### src/rtl/demux_pkg.sv
// Shared channel definitions for the 1:4 demux stage and its feeders.
package demux_pkg;
    localparam int unsigned NUM_CH = 4;
    localparam int unsigned CH_W   = 2;
    typedef logic [CH_W-1:0] ch_sel_t;
endpackage

### src/rtl/demux_credit_dispatch_if.sv
// Upstream stream, credit return and demux drive signals of the credit dispatcher.
interface demux_credit_dispatch_if
    import demux_pkg::*;
#(
    parameter int unsigned DATA_W = 1
);
    logic              in_valid;
    logic [DATA_W-1:0] in_data;
    logic              in_ready;
    logic [NUM_CH-1:0] credit_ret;
    logic [DATA_W-1:0] out_data;
    ch_sel_t           out_sel;
    logic              out_valid;
    logic [NUM_CH-1:0] ch_has_credit;
    logic              err_overflow;

    modport master (
        output in_valid, in_data, credit_ret,
        input  in_ready, out_data, out_sel, out_valid, ch_has_credit, err_overflow
    );

    modport slave (
        input  in_valid, in_data, credit_ret,
        output in_ready, out_data, out_sel, out_valid, ch_has_credit, err_overflow
    );
endinterface

### src/rtl/demux_rr_pick.sv
// Combinational round-robin picker: first eligible channel at or after the pointer.
module demux_rr_pick
    import demux_pkg::*;
(
    input  logic [NUM_CH-1:0] i_elig,
    input  ch_sel_t           i_ptr,
    output ch_sel_t           o_grant,
    output logic              o_any
);
    always_comb begin
        ch_sel_t w_idx;
        o_grant = i_ptr;
        o_any   = 1'b0;
        w_idx   = i_ptr;
        for (int k = 0; k < NUM_CH; k++) begin
            w_idx = i_ptr + ch_sel_t'(k);
            if (!o_any && i_elig[w_idx]) begin
                o_grant = w_idx;
                o_any   = 1'b1;
            end
        end
    end
endmodule

### src/rtl/demux_credit_dispatch.sv
// Credit-gated round-robin feeder driving the 1:4 demux data/select lines from registers.
module demux_credit_dispatch
    import demux_pkg::*;
#(
    parameter int unsigned DATA_W  = 1,
    parameter int unsigned CREDITS = 4
)(
    input  logic                    clk,
    input  logic                    rst,
    demux_credit_dispatch_if.slave  bus
);
    localparam int unsigned CNT_W = $clog2(CREDITS + 1);
    localparam logic [CNT_W-1:0] CRED_MAX = CNT_W'(CREDITS);

    logic [CNT_W-1:0]  r_credit     [NUM_CH];
    logic [CNT_W-1:0]  w_credit_nxt [NUM_CH];
    logic [NUM_CH-1:0] w_has_credit;
    logic [NUM_CH-1:0] w_consume;
    ch_sel_t           w_grant;
    ch_sel_t           r_rr_ptr;
    ch_sel_t           r_out_sel;
    logic              w_any;
    logic              w_accept;
    logic              w_ovf;
    logic              r_out_valid;
    logic [DATA_W-1:0] r_out_data;
    logic              r_err;

    always_comb begin
        w_has_credit = '0;
        for (int n = 0; n < NUM_CH; n++) begin
            w_has_credit[n] = (r_credit[n] != '0);
        end
    end

    demux_rr_pick u_pick (
        .i_elig  (w_has_credit),
        .i_ptr   (r_rr_ptr),
        .o_grant (w_grant),
        .o_any   (w_any)
    );

    assign w_accept = bus.in_valid & w_any;

    // Simultaneous consume and return cancel out, even on a full counter.
    always_comb begin
        w_ovf     = 1'b0;
        w_consume = '0;
        for (int n = 0; n < NUM_CH; n++) begin
            w_credit_nxt[n] = r_credit[n];
            w_consume[n]    = w_accept && (w_grant == ch_sel_t'(n));
            if (w_consume[n] && !bus.credit_ret[n]) begin
                w_credit_nxt[n] = r_credit[n] - 1'b1;
            end else if (bus.credit_ret[n] && !w_consume[n]) begin
                if (r_credit[n] == CRED_MAX) begin
                    w_ovf = 1'b1;
                end else begin
                    w_credit_nxt[n] = r_credit[n] + 1'b1;
                end
            end
        end
    end

    always_ff @(posedge clk) begin
        if (rst) begin
            for (int n = 0; n < NUM_CH; n++) begin
                r_credit[n] <= CRED_MAX;
            end
            r_rr_ptr    <= '0;
            r_out_valid <= 1'b0;
            r_out_data  <= '0;
            r_out_sel   <= '0;
            r_err       <= 1'b0;
        end else begin
            for (int n = 0; n < NUM_CH; n++) begin
                r_credit[n] <= w_credit_nxt[n];
            end
            if (w_accept) begin
                r_out_valid <= 1'b1;
                r_out_data  <= bus.in_data;
                r_out_sel   <= w_grant;
                r_rr_ptr    <= w_grant + 1'b1;
            end else begin
                r_out_valid <= 1'b0;
                r_out_data  <= '0;
            end
            if (w_ovf) begin
                r_err <= 1'b1;
            end
        end
    end

    assign bus.in_ready      = w_any;
    assign bus.ch_has_credit = w_has_credit;
    assign bus.out_valid     = r_out_valid;
    assign bus.out_data      = r_out_data;
    assign bus.out_sel       = r_out_sel;
    assign bus.err_overflow  = r_err;
endmodule

### src/flat_wrapper.sv
// flat-port wrapper written by rule: the top's interface ports become plain ports
module demux_credit_dispatch_flat import demux_pkg::*;
#(
    parameter int unsigned DATA_W  = 1,
    parameter int unsigned CREDITS = 4
)
  (clk, rst, bus_in_valid, bus_in_data, bus_credit_ret, bus_in_ready, bus_out_data, bus_out_sel, bus_out_valid, bus_ch_has_credit, bus_err_overflow);
  demux_credit_dispatch_if #(.DATA_W(DATA_W)) bus_i ();
  input  logic clk;
  input  logic rst;
  input wire logic [$bits(bus_i.in_valid)-1:0] bus_in_valid;
  input wire logic [$bits(bus_i.in_data)-1:0] bus_in_data;
  input wire logic [$bits(bus_i.credit_ret)-1:0] bus_credit_ret;
  output wire logic [$bits(bus_i.in_ready)-1:0] bus_in_ready;
  output wire logic [$bits(bus_i.out_data)-1:0] bus_out_data;
  output wire logic [$bits(bus_i.out_sel)-1:0] bus_out_sel;
  output wire logic [$bits(bus_i.out_valid)-1:0] bus_out_valid;
  output wire logic [$bits(bus_i.ch_has_credit)-1:0] bus_ch_has_credit;
  output wire logic [$bits(bus_i.err_overflow)-1:0] bus_err_overflow;
  assign bus_i.in_valid = bus_in_valid;
  assign bus_i.in_data = bus_in_data;
  assign bus_i.credit_ret = bus_credit_ret;
  assign bus_in_ready = bus_i.in_ready;
  assign bus_out_data = bus_i.out_data;
  assign bus_out_sel = bus_i.out_sel;
  assign bus_out_valid = bus_i.out_valid;
  assign bus_ch_has_credit = bus_i.ch_has_credit;
  assign bus_err_overflow = bus_i.err_overflow;
  demux_credit_dispatch #(.DATA_W(DATA_W), .CREDITS(CREDITS)) u_core (.clk(clk), .rst(rst), .bus(bus_i));
endmodule
### config.mk
export PLATFORM = sky130hd
export DESIGN_NAME = demux_credit_dispatch_flat
export DESIGN_NICKNAME = d
export VERILOG_FILES = /design/src/rtl/demux_pkg.sv /design/src/rtl/demux_credit_dispatch_if.sv /design/src/rtl/demux_rr_pick.sv /design/src/rtl/demux_credit_dispatch.sv /design/src/flat_wrapper.sv
export SDC_FILE = /design/constraint.sdc
export NUM_CORES = 1
export LEC_CHECK = 0
export ABC_AREA = 1
export BUFFER_PORTS_ARGS = -buffer_cell sky130_fd_sc_hd__buf_4
export CORE_ASPECT_RATIO = 0.6
export CORE_MARGIN = 2
export CORE_UTILIZATION = 60
export CTS_BUF_LIST = sky130_fd_sc_hd__clkbuf_8
export DETAILED_ROUTE_END_ITERATION = 8
export PLACE_DENSITY = 0.81
export SKIP_LAST_GASP = 1
export SLEW_MARGIN = 20
export SYNTH_ARGS = -nofsm -noshare
export SYNTH_HDL_FRONTEND = slang
export SYNTH_HIERARCHICAL = 1
export SYNTH_SLANG_ARGS = --single-unit
### constraint.sdc
create_clock -name clk -period 3 [get_ports clk]
set_input_delay 0.75 -clock clk [delete_from_list [all_inputs] [get_ports clk]]
set_output_delay 0.75 -clock clk [all_outputs]
set_load 0.03 [all_outputs]
# == After elaboration in Yosys (flattened, before gate mapping) ==
# Memory sizes are Yosys's and may differ from the RTL's.
# Index checks and enable logic that the tools add are counted.
# totals
wordCells,114
mem_count,1
reg_bits,7
ramBits,12
inputBits,8
# classes
eq_ne,7
n_mux,47
n_reduce_logical,32
n_bitwise,6
addsub,12
magnitude_cmp,4
# memory_table
memory,depth,word_bits,rd,rd_ports_with_merged_regs,wr,line,rtl
u_core.r_credit,4,3,4,0,4,demux_credit_dispatch.sv:15,logic [CNT_W-1:0] r_credit [NUM_CH];
# op_table
operator,n
two-way mux 3 bit,16
two-way mux 1 bit,24
logical AND 1 bit,15
adder 3 x 1 -> 3 bit (second input constant),4
equality test 3 bit (second input constant),4
< comparator 2 x 3 -> 1 bit (second input constant),4
nonzero test 3 bit,4
subtractor 3 x 1 -> 3 bit (second input constant),4
zero test 1 bit,11
binary-select mux 1 bit (select 2 bit),4
two-way mux 2 bit,3
adder 2 x 1 -> 2 bit (second input constant),2
adder 2 bit (second input constant),2
equality test 2 bit (second input constant),2
OR 1 bit,4
equality test 2 x 1 -> 1 bit (second input constant),1
zero test 2 bit,1
OR reduction 2 bit,1
bitwise AND 1 bit,1
NOT 1 bit,1

# == Longest topological paths before layout ==
# logic_depth
depth_word,28
ltp_mapped,25
mapped_depth_nobuf,25

# == By module ==
# Netlist, hierarchy kept.
# modules_own_cells
mod,instances,cells_each,area_each_um2
demux_credit_dispatch,1,162,1204.9
demux_rr_pick,1,64,299.0

# == Worst setup path before layout ==
# Ideal clock, no wire load.
# synth_timing
kind,register -> register
startpoint,memory u_core/r_credit[0][2] in the netlist's numbering
endpoint,memory u_core/r_credit[1][2] in the netlist's numbering
path_stages_with_launch,19
path_slack_ns,0.040
path_buffers,0
setup_time_ns,0.125
required_time_ns,2.875
synth_period_minus_slack_ns,2.960
arrival_time_ns,2.835
path_cell_list,dfxtp_1 -> inv_2 -> nand2_1 -> nand2_1 -> nand2_1 -> nand2_1 -> nand2_1 -> inv_1 -> nand3_1 -> nand2_1 -> inv_1 -> nand2_1 -> inv_1 -> ha_1 -> inv_1 -> fa_1 -> xor2_1 -> o21ai_0 -> nand3_1
# synth_rtl
element,line
from (decl),demux_credit_dispatch.sv:15

==> results.py <==
metrics = {
    "yosys": {
        "synth_area_leader_cell": "dfxtp_1",
        "yosysUniqueCellTypes": 22,
        "synth_cells": 226,
        "yosys-top-cells-area": "dfxtp_1, nand2_1, ha_1",
        "yosysWarnings": 6,
        "syn-cell-area_um2": 1500,
        "synth-compound-area-share_pct": 8.24,
        "synth_top_family_by_area": "simple AND/OR/NAND/NOR gates",
        "synth_seq_cells": 19,
        "synth_top_area_share_pct": 25.3,
        "synth_xor_area_share_pct": 2.33,
        "synth_fa_ha_area_share_pct": 15.3,
        "seq_area_frac_synth_pct": 25.3,
        "yosys.area_share.simple_pct": 35.9,
        "avgSynthCellArea_um2": 6.65,
        "synth_nets": 250,
        "muxShareOfSynthArea_pct": 0,
    },
    "floorplan": {
        "chipWidth_um": 68.6,
        "die_y_um": 42.8,
        "start_util_pct": 66.5,
        "io_pins": 18,
        "core_um2": 2260,
        "rows": 13,
        "die_area_um2": 2940,
    },
    "sta": {
        "period_minus_slack_ns": 2.90,
        "fmax_ghz": 0.344,
        "slew_headroom_pct": 85.5,
        "period_share_pct": 96.8,
        "rsz0062_at_grt": "yes",
        "finalHoldViolCount": 0,
        "skew_ns": 0.00621,
        "setup_viol": 0,
        "timing_worst_slew_pin_value_ns": 0.218,
        "drv_slew": 0,
    },
    "global_routing": {
        "first_global_vias": 1263,
        "grtUsageMet1_pct": 35.8,
        "grt.total_usage_pct": 25.7,
        "grt.busiest_layer": "met2",
        "grt_max_degree": 12,
        "overflow": 0,
        "grt_use_met2_pct": 40.0,
        "grt_pass1_wl_um": 5730,
        "gr-usage-met3_pct": 6.10,
        "antenna_found_initial": 0,
    },
    "power_and_ir_drop": {
        "power_frac_comb_pct": 57.0,
        "pwr-share-seq_pct": 28.3,
        "pwr-share-clk_pct": 14.7,
        "power.density_nw_per_um2": 646,
        "power.leakage_uw": 0.000936,
        "p_int_uw": 646,
        "p_total_uw": 1210,
        "power_switching_share_pct": 46.5,
        "vdd_drop_max_mv": 0.406,
        "power_switching_uw": 561,
    },
    "clocking": {
        "cts_tree": "done",
        "cts_hold_buf": 0,
        "path_clk_slew_ns": 0.07,
        "cts_made_buffers": 3,
        "clock_path_buffers": 2,
        "cts.sinks": 19,
        "cts_root_buffer": "clkbuf_8",
        "clock_latency_ns": 0.25,
        "htree_levels": 1,
    },
    "critical_path": {
        "crit_type": "reg -> reg",
        "start_kind": "register",
        "cp-end-kind": "register",
        "path_max_fanout": 4,
        "worstPathArrival_ns": 3.09,
        "worstPathRequired_ns": 3.19,
        "crit_buf_inv": 5,
        "crit_slowest_cell": "fa_1",
        "cp_common_cell": "nand2_1",
        "critPathTopFamily": "simple AND/OR/NAND/NOR gates",
        "path_cells": "nor2_4 -> nand2_2 -> inv_1 -> nand2_1 -> nand2_1 -> nor2_1 -> a21oi_1 -> inv_1 -> nand3_4 -> nand2_1 -> o21ai_4 -> inv_2 -> ha_1 -> nand2_1 -> inv_1 -> ha_1 -> inv_2 -> fa_1 -> nand3b_1 -> a21oi_1",
        "cpPeakStageDelay_ns": 0.41,
    },
    "drt": {
        "drtAntennaViolNets": 0,
        "vias": 1442,
        "wire_per_inst_um": 12.4,
        "first_iter_violations": 103,
        "drc": 0,
        "firstDrtPassIters": 4,
        "drt_wl_total_um": 3490,
        "via_per_inst": 5.11,
    },
    "final_layout": {
        "final_util_pct": 82.6,
        "drive_gt1_share_pct": 32.5,
        "n_antenna_cell": 0,
        "layout.nets": 277,
        "syn2layout_area_growth_pct": 24.2,
    },
    "worst_hold_path": {
        "hold_path_class": "reg -> reg",
    },
    "placement": {
        "portBuffers": 17,
        "place_congestion": 0.959,
        "hpwl_um": 2590,
    },
    "flow_run": {
        "max-cap-violations": 0,
    },
    "run_status": {
        "outcome": "finished clean",
    },
}
sequential cells by signal, summed over array words and instances (netlist names):
signal,cells
u_core/r_rr_ptr,2
u_core/bus.out_sel,2
u_core/bus.out_data,1
u_core/r_credit,12
u_core/bus.out_valid,1
u_core/bus.err_overflow,1
power groups by stage:
stage	combinational (uW)	clock, uW	sequential (uW)
6_report	688	177	342
2_1_floorplan	445	0	342
4_1_cts	604	184	332
3_5_place_dp	582	0	336
3_3_place_gp	568	0	334
5_1_grt	765	196	347
Yosys cell counts:
cell type   n
nor2_1     11
inv_2       7
buf_6       2
nand3b_1    3
nor2_2      7
fa_1        4
nand3_2     2
nand2_2    10
inv_1      37
o21ai_0     3
ha_1       12
o21ai_1     8
nand4_1     2
a21oi_1    12
nand2_4     1
nand2_1    62
dfxtp_1    19
nand3_1    17
buf_4       1
nor3b_1     1
a21oi_2     1
xor2_1      4
area by class of cell:
cell class	instances	area (um2)
timing repair buffer	25	188
tap	30	37.5
clock buffer	3	41.3
fill	141	393
inverter	44	165
sequential	19	388
clock inverter	1	5.00
multi-input combinational	160	1040
cells in the final DEF, fill, tap and decap left out, types with 3 or more instances in the layout:
cell type and instances:
nand3_1 16, o21ai_1 7, dfxtp_1 13, inv_1 33, nor2_1 11, inv_2 11
o21ai_0 3, nand2_2 16, nor2_4 4, buf_4 25, ha_1 10, nand2_1 56
nor2_2 3, clkbuf_8 3, dfxtp_2 6, a21oi_1 11, nand3b_1 3
per-stage QoR:
stage / area (um2) / setup WS (ns) / std cells / TNS [ns] / hold WS [ns]
after floorplan: 1500 / 0.0405 / 226 / 0 / 0.433
after global placement: 1680 / 0.0295 / 275 / 0 / 0.445
after detailed placement: 1680 / -0.0188 / 275 / -0.0234 / 0.462
after CTS: 1730 / 0.00515 / 279 / 0 / 0.473
after global routing: 1870 / -0.0600 / 282 / -0.142 / 0.503
final: 1870 / 0.0970 / 282 / 0 / 0.471
metal layers:
metal	wire length (um)	up-vias	part of all wire, %
li1	-	744	-
met1	1670	653	48
met2	1630	41	47
met3	157	4	4.5
met4	32	0	0.92
met5	0	-	0
kinds of logic (layout without fill, tap and decap cells):
logic type / Yosys count / count (layout)
xor gates and xnor gates: 4 / 4
DFF: 19 / 19
buffers and inverters: 47 / 73
adders and majority gates: 16 / 16
AOI/OAI and AO/OA: 24 / 24
and+or+nand+nor: 116 / 116
what timing repair did:
item | 4_1_cts | 5_1_grt
buffers inserted | 0 | 3
hold endpoints to repair | 0 | 0
pin swaps | 0 | 7
gates resized for setup | 3 | 31
setup endpoints to repair | 3 | 8
cloned | 0 | 0
worst register-to-register path, cell delays in order (launching register included):
cell	delay, ns
dfxtp_2	0.35
nor2_4	0.15
nand2_2	0.09
inv_1	0.06
nand2_1	0.05
nand2_1	0.10
nor2_1	0.05
a21oi_1	0.17
inv_1	0.11
nand3_4	0.09
nand2_1	0.11
o21ai_4	0.09
inv_2	0.07
ha_1	0.21
nand2_1	0.11
inv_1	0.05
ha_1	0.19
inv_2	0.09
fa_1	0.41
nand3b_1	0.17
a21oi_1	0.12
final timing paths:
path	depth (start not counted)	slack (ns)	start	end
setup / recovery	20	0.1	u_core/r_credit[1][1]	u_core/r_credit[0][1]
hold / removal	2	0.47	u_core/bus.out_sel[0]	u_core/bus.out_sel[0]
setup reg to reg	20	0.1	u_core/r_credit[1][1]	u_core/r_credit[0][1]
hold reg to reg	2	0.47	u_core/bus.out_sel[0]	u_core/bus.out_sel[0]
Power figures use the tool's default switching activity.
